### src/rtl/score_keeper_if.sv
// Scoreboard bus: control/datapath inputs and score/win/display outputs.
// Clock and reset stay plain ports on the modules that use this bus.
interface score_keeper_if #(
    parameter int SCORE_W = 4
);
    logic               clear;
    logic               p0_point;
    logic               p1_point;
    logic [SCORE_W-1:0] p0_score;
    logic [SCORE_W-1:0] p1_score;
    logic [1:0]         winner;
    logic               restart;
    logic [6:0]         hex0;
    logic [6:0]         hex2;

    modport master (
        output clear, p0_point, p1_point,
        input  p0_score, p1_score, winner, restart, hex0, hex2
    );

    modport slave (
        input  clear, p0_point, p1_point,
        output p0_score, p1_score, winner, restart, hex0, hex2
    );
endinterface

### src/rtl/score_keeper.sv
// Two-player scoreboard: edge-counted points, win detect, restart request and
// blinking 7-segment score digits, all in the single clk domain.
//
//   state | meaning
//   PLAY  | match in progress, rising point edges increment scores
//   WON   | a score hit WIN_SCORE; scores frozen, restart high, winner blinks
module score_keeper #(
    parameter int WIN_SCORE = 2,
    parameter int SCORE_W   = 4,
    parameter int BLINK_DIV = 25000000
) (
    input  logic           clk,
    input  logic           reset,
    score_keeper_if.slave  bus
);
    typedef enum logic {PLAY = 1'b0, WON = 1'b1} state_t;

    localparam int BLINK_W = (BLINK_DIV > 1) ? $clog2(BLINK_DIV) : 1;
    localparam logic [BLINK_W-1:0] BLINK_LAST = BLINK_W'(BLINK_DIV - 1);
    localparam logic [SCORE_W-1:0] WIN_VAL    = SCORE_W'(WIN_SCORE);

    state_t             state_q, state_d;
    logic [SCORE_W-1:0] p0_score_q, p0_score_d;
    logic [SCORE_W-1:0] p1_score_q, p1_score_d;
    logic [1:0]         winner_q, winner_d;
    logic               restart_q, restart_d;
    logic               p0_prev_q, p0_prev_d;
    logic               p1_prev_q, p1_prev_d;
    logic [BLINK_W-1:0] blink_cnt_q, blink_cnt_d;
    logic               blink_q, blink_d;
    logic [6:0]         hex0_q, hex0_d;
    logic [6:0]         hex2_q, hex2_d;
    logic               rise0, rise1, at_win0, at_win1;

    function automatic logic [6:0] seg7(input logic [3:0] v);
        case (v)
            4'h0: seg7 = 7'h40;
            4'h1: seg7 = 7'h79;
            4'h2: seg7 = 7'h24;
            4'h3: seg7 = 7'h30;
            4'h4: seg7 = 7'h19;
            4'h5: seg7 = 7'h12;
            4'h6: seg7 = 7'h02;
            4'h7: seg7 = 7'h78;
            4'h8: seg7 = 7'h00;
            4'h9: seg7 = 7'h10;
            4'hA: seg7 = 7'h08;
            4'hB: seg7 = 7'h03;
            4'hC: seg7 = 7'h46;
            4'hD: seg7 = 7'h21;
            4'hE: seg7 = 7'h06;
            default: seg7 = 7'h0E;
        endcase
    endfunction

    always_comb begin
        rise0       = bus.p0_point & ~p0_prev_q;
        rise1       = bus.p1_point & ~p1_prev_q;
        at_win0     = (p0_score_q == WIN_VAL);
        at_win1     = (p1_score_q == WIN_VAL);
        state_d     = state_q;
        p0_score_d  = p0_score_q;
        p1_score_d  = p1_score_q;
        winner_d    = winner_q;
        restart_d   = restart_q;
        blink_cnt_d = blink_cnt_q;
        blink_d     = blink_q;
        p0_prev_d   = bus.p0_point;
        p1_prev_d   = bus.p1_point;

        if (bus.clear) begin
            state_d     = PLAY;
            p0_score_d  = '0;
            p1_score_d  = '0;
            winner_d    = 2'b00;
            restart_d   = 1'b0;
            blink_cnt_d = '0;
            blink_d     = 1'b0;
        end else if (state_q == PLAY) begin
            // Once a score sits at WIN_SCORE the match is decided; no more points land.
            if (at_win0 || at_win1) begin
                state_d   = WON;
                winner_d  = {at_win1, at_win0};
                restart_d = 1'b1;
            end else begin
                if (rise0) p0_score_d = p0_score_q + 1'b1;
                if (rise1) p1_score_d = p1_score_q + 1'b1;
            end
        end else begin
            if (blink_cnt_q == BLINK_LAST) begin
                blink_cnt_d = '0;
                blink_d     = ~blink_q;
            end else begin
                blink_cnt_d = blink_cnt_q + 1'b1;
            end
        end

        hex0_d = (blink_q && winner_q[0]) ? 7'h7F : seg7(4'(p0_score_q));
        hex2_d = (blink_q && winner_q[1]) ? 7'h7F : seg7(4'(p1_score_q));
    end

    always_ff @(posedge clk or posedge reset) begin
        if (reset) begin
            state_q     <= PLAY;
            p0_score_q  <= '0;
            p1_score_q  <= '0;
            winner_q    <= 2'b00;
            restart_q   <= 1'b0;
            p0_prev_q   <= 1'b1;
            p1_prev_q   <= 1'b1;
            blink_cnt_q <= '0;
            blink_q     <= 1'b0;
            hex0_q      <= 7'h40;
            hex2_q      <= 7'h40;
        end else begin
            state_q     <= state_d;
            p0_score_q  <= p0_score_d;
            p1_score_q  <= p1_score_d;
            winner_q    <= winner_d;
            restart_q   <= restart_d;
            p0_prev_q   <= p0_prev_d;
            p1_prev_q   <= p1_prev_d;
            blink_cnt_q <= blink_cnt_d;
            blink_q     <= blink_d;
            hex0_q      <= hex0_d;
            hex2_q      <= hex2_d;
        end
    end

    assign bus.p0_score = p0_score_q;
    assign bus.p1_score = p1_score_q;
    assign bus.winner   = winner_q;
    assign bus.restart  = restart_q;
    assign bus.hex0     = hex0_q;
    assign bus.hex2     = hex2_q;
endmodule

### src/flat_wrapper.sv
// flat-port wrapper written by rule: the top's interface ports become plain ports
module score_keeper_flat 
#(
    parameter int WIN_SCORE = 2,
    parameter int SCORE_W   = 4,
    parameter int BLINK_DIV = 25000000
)
  (clk, reset, bus_clear, bus_p0_point, bus_p1_point, bus_p0_score, bus_p1_score, bus_winner, bus_restart, bus_hex0, bus_hex2);
  score_keeper_if #(.SCORE_W(SCORE_W)) bus_i ();
  input  logic clk;
  input  logic reset;
  input wire logic [$bits(bus_i.clear)-1:0] bus_clear;
  input wire logic [$bits(bus_i.p0_point)-1:0] bus_p0_point;
  input wire logic [$bits(bus_i.p1_point)-1:0] bus_p1_point;
  output wire logic [$bits(bus_i.p0_score)-1:0] bus_p0_score;
  output wire logic [$bits(bus_i.p1_score)-1:0] bus_p1_score;
  output wire logic [$bits(bus_i.winner)-1:0] bus_winner;
  output wire logic [$bits(bus_i.restart)-1:0] bus_restart;
  output wire logic [$bits(bus_i.hex0)-1:0] bus_hex0;
  output wire logic [$bits(bus_i.hex2)-1:0] bus_hex2;
  assign bus_i.clear = bus_clear;
  assign bus_i.p0_point = bus_p0_point;
  assign bus_i.p1_point = bus_p1_point;
  assign bus_p0_score = bus_i.p0_score;
  assign bus_p1_score = bus_i.p1_score;
  assign bus_winner = bus_i.winner;
  assign bus_restart = bus_i.restart;
  assign bus_hex0 = bus_i.hex0;
  assign bus_hex2 = bus_i.hex2;
  score_keeper #(.WIN_SCORE(WIN_SCORE), .SCORE_W(SCORE_W), .BLINK_DIV(BLINK_DIV)) u_core (.clk(clk), .reset(reset), .bus(bus_i));
endmodule
### config.mk
export PLATFORM = sky130hd
export DESIGN_NAME = score_keeper_flat
export DESIGN_NICKNAME = d
export VERILOG_FILES = /design/src/rtl/score_keeper_if.sv /design/src/rtl/score_keeper.sv /design/src/flat_wrapper.sv
export SDC_FILE = /design/constraint.sdc
export NUM_CORES = 1
export LEC_CHECK = 0
export ABC_AREA = 0
export ABC_CLOCK_PERIOD_IN_PS = 2410
export BUFFER_PORTS_ARGS = -buffer_cell sky130_fd_sc_hd__buf_2
export CAP_MARGIN = 40
export CORE_ASPECT_RATIO = 1.5
export CORE_UTILIZATION = 59
export DETAILED_ROUTE_END_ITERATION = 12
export PLACE_DENSITY = 0.91
export REMOVE_ABC_BUFFERS = 1
export SLEW_MARGIN = 20
export SYNTH_ARGS = -nofsm -noshare
export SYNTH_HDL_FRONTEND = slang
export SYNTH_SLANG_ARGS = --single-unit
export TNS_END_PERCENT = 1
### constraint.sdc
create_clock -name clk -period 2.41 [get_ports clk]
set_input_delay 0.482 -clock clk [delete_from_list [all_inputs] [get_ports clk]]
set_output_delay 0.482 -clock clk [all_outputs]
set_load 0.01 [all_outputs]
==> impl_metrics.json <==
{
  "status": "finished clean",
  "avgSynthCellArea_um2": 9.971,
  "path_class": "register to register",
  "via_per_inst": 5.770,
  "track_usage_pct": 23.63,
  "power_density_nw_per_um2": 525.1,
  "synth-edff-count": 0,
  "tightest_slew_ns": 0.5600,
  "port_buffers": 29,
  "ys_seq_area_share_pct": 46.42,
  "drc": 0,
  "final.min_clock_period_ns": 2.060,
  "layout.nets": 338,
  "cp_top_family": "simple AND/OR/NAND/NOR gates",
  "overflow": 0,
  "post-route-period-util_pct": 85.49,
  "place.gp.congestion": 0.8797,
  "cts_buffer_depth": 2,
  "fp.coreArea_um2": 4810,
  "num_rows": 31,
  "r2r_end": "u_core.bus.p0_score[3]$_DFFE_PP0P_",
  "cts_made_buffers": 5,
  "cts_root_buffer": "clkbuf_8",
  "slew_viol_final": 0,
  "cpPeakStageDelay_ns": 0.52,
  "setup_viol": 0,
  "die_area_um2": 5243,
  "synth_most_common_cell": "dfrtp_1",
  "num-fill-cells": 404,
  "critical_path_buf_inv_count": 1,
  "endpoint_kind": "register",
  "ir_drop_mv": 0.3808,
  "yosys_warnings": 0,
  "clock_sinks": 54,
  "finalHoldViolCount": 0,
  "ant_nets": 0,
  "wl_per_cell_um": 14.43,
  "synthTopCellsByArea": "dfrtp_1, ha_1, nor2_1, xor2_1, dfstp_2",
  "fin_skew_ns": 0.009658,
  "first_pass_iters": 4,
  "synth_cell_types": 45,
  "die_h_um": 88.19,
  "io_pins": 30,
  "relSlewSlack_pct": 62.32,
  "grt_max_degree": 24,
  "synthCells": 293,
  "grt_pass1_vias": 2182,
  "route.vias.total": 2233,
  "clock_latency_ns": 0.31,
  "ys.flop_type": "dfrtp_1",
  "cp_max_fo": 8,
  "rr_startpoint": "u_core.bus.p0_score[0]$_DFFE_PP0P_",
  "crit_chain": "inv_1 -> ha_1 -> or3b_2 -> and4_1 -> nand4_1 -> xnor2_1 -> nor2_1",
  "antenna_found_initial": 0,
  "crit_required_ns": 2.61,
  "critPathLaunchType": "register",
  "dr.first_iter.drc_count": 64,
  "p_leak_nw": 1.411,
  "dp_hpwl_mm": 4.216,
  "reg2reg_depth": 7,
  "grt_pass1_wl_mm": 9.301,
  "wirelength_mm": 5.586,
  "cts_tree": "built",
  "rsz0062_at_grt": "false",
  "yosys.area.top_type": "dfrtp_1",
  "synthArstFlopShare_pct": 100.0,
  "fmax_mhz": 485.4,
  "clk_pin_slew_worst_paths_ns": 0.10,
  "utilization_pct": 66.39,
  "r2r_slack_ns": 0.35,
  "num_antenna_cells": 0,
  "crit_slowest_cell": "or3b_2",
  "drive_gt1_share_pct": 17.13,
  "die_w_um": 59.46,
  "area_growth_pct": 9.293,
  "start_util_pct": 60.74,
  "post_cts_buffers": 0,
  "min_path_type": "input port to asynchronous set/reset pin",
  "yosys.area.top_type_share_pct": 42.83,
  "cap_violations": 0,
  "cts_resized": 0,
  "cp.arrival_ns": 2.26,
  "syn_area_um2": 2922,
  "ys_seq_elements": 54,
  "htreeDepth": 2,
  "cts-hold-fix-buffers": 0,
  "fin_setup_tns_ns": 0,
  "ys_top_cells_by_count": "dfrtp_1, nor2_1, nand2_1, nand3_1, xor2_1"
}
## metrics by stage
| stage | std cells | total power [mW] | hold slack, ns | setup slack [ns] | instance area [µm²] |
|---|---|---|---|---|---|
| after floorplan | 281 | 1.112 | 0.4865 | 0.4944 | 2851 |
| after global placement | 379 | 1.179 | 0.4788 | 0.4466 | 3102 |
| after detailed placement | 379 | 1.189 | 0.4912 | 0.3615 | 3102 |
| after CTS | 387 | 1.697 | 0.1645 | 0.3476 | 3193 |
| after global routing | 387 | 1.756 | 0.1929 | 0.2188 | 3193 |
| final | 387 | 1.677 | 0.1615 | 0.3498 | 3193 |
## final cells by class
class / instances / area (µm²) / area share (%)
sequential: 54 / 1356 / 42.48
multi-input combinational: 215 / 1450 / 45.42
clock buffer: 5 / 68.82 / 2.155
timing repair buffer: 32 / 167.7 / 5.251
inverter: 12 / 45.04 / 1.411
tap: 66 / 82.58 / 2.586
clock inverter: 3 / 22.52 / 0.7053
## routing by layer
layer  part of all wire, %  wire length [µm]  GRT usage, %  vias up
met5                     0                 0             0        -
met4                   2.0               114         9.957        0
met3                   2.0               109         3.693       11
met2                    56              3138         43.82       30
met1                    40              2222         25.95     1114
li1                      -                 -             -     1078
## worst reg2reg max path: stages (launching register included)
cell and delay [ns]:
dfrtp_1 0.48, inv_1 0.18, ha_1 0.19, or3b_2 0.52, and4_1 0.28, nand4_1 0.12, xnor2_1 0.12, nor2_1 0.06
## layout by cell type, fill, tap and decap left out, types with 6 or more instances in the layout
cell type / count
nand4_1: 9
xnor2_1: 11
mux2i_1: 7
nand2_1: 16
inv_1: 11
nor2_1: 41
o21ai_0: 9
dfrtp_1: 50
o311ai_0: 6
buf_2: 29
nor2b_1: 7
nor4_1: 6
xor2_1: 14
o211ai_1: 7
nand3_1: 16
a21oi_1: 8
ha_1: 13
## report_power, final
group | switching (mW) | internal (mW)
Sequential | 0.0311 | 0.944
Clock | 0.298 | 0.211
Combinational | 0.112 | 0.0807
Total | 0.441 | 1.24
## worst max path at each step
stage,start,endpoint,slack [ns],depth (start not counted)
final,u_core.bus.p0_score[0]$_DFFE_PP0P_,u_core.bus.p0_score[3]$_DFFE_PP0P_,0.35,7
after global routing,u_core.bus.p0_score[0]$_DFFE_PP0P_,u_core.bus.p1_score[3]$_DFFE_PP0P_,0.22,7
after CTS,u_core.bus.p0_score[0]$_DFFE_PP0P_,u_core.bus.p1_score[2]$_DFFE_PP0P_,0.35,7
after detailed placement,u_core.bus.p0_score[0]$_DFFE_PP0P_,u_core.bus.p1_score[2]$_DFFE_PP0P_,0.36,7
after global placement,u_core.bus.p0_score[0]$_DFFE_PP0P_,u_core.bus.p0_score[3]$_DFFE_PP0P_,0.45,7
after floorplan,u_core.bus.p0_score[0]$_DFFE_PP0P_,u_core.bus.p1_score[3]$_DFFE_PP0P_,0.49,7
## sequential cells by signal, indices dropped and copies added, names as in the netlist
register,flops
u_core.state_q,1
u_core.bus.winner,2
u_core.bus.hex2,7
u_core.p1_prev_q,1
u_core.blink_cnt_q,25
u_core.bus.restart,1
u_core.blink_q,1
u_core.bus.p0_score,4
u_core.p0_prev_q,1
u_core.bus.hex0,7
u_core.bus.p1_score,4
## cells by family after synthesis
logic type | share of synthesized area, %
AO/OA/AOI/OAI | 8.908
XOR/XNOR | 7.495
adder cells (fa/ha/maj) | 5.568
buffers and inverters | 3.940
flip-flops | 46.42
multiplexers | 3.940
AND/OR/NAND/NOR | 23.73
Power figures use the tool's default switching activity.
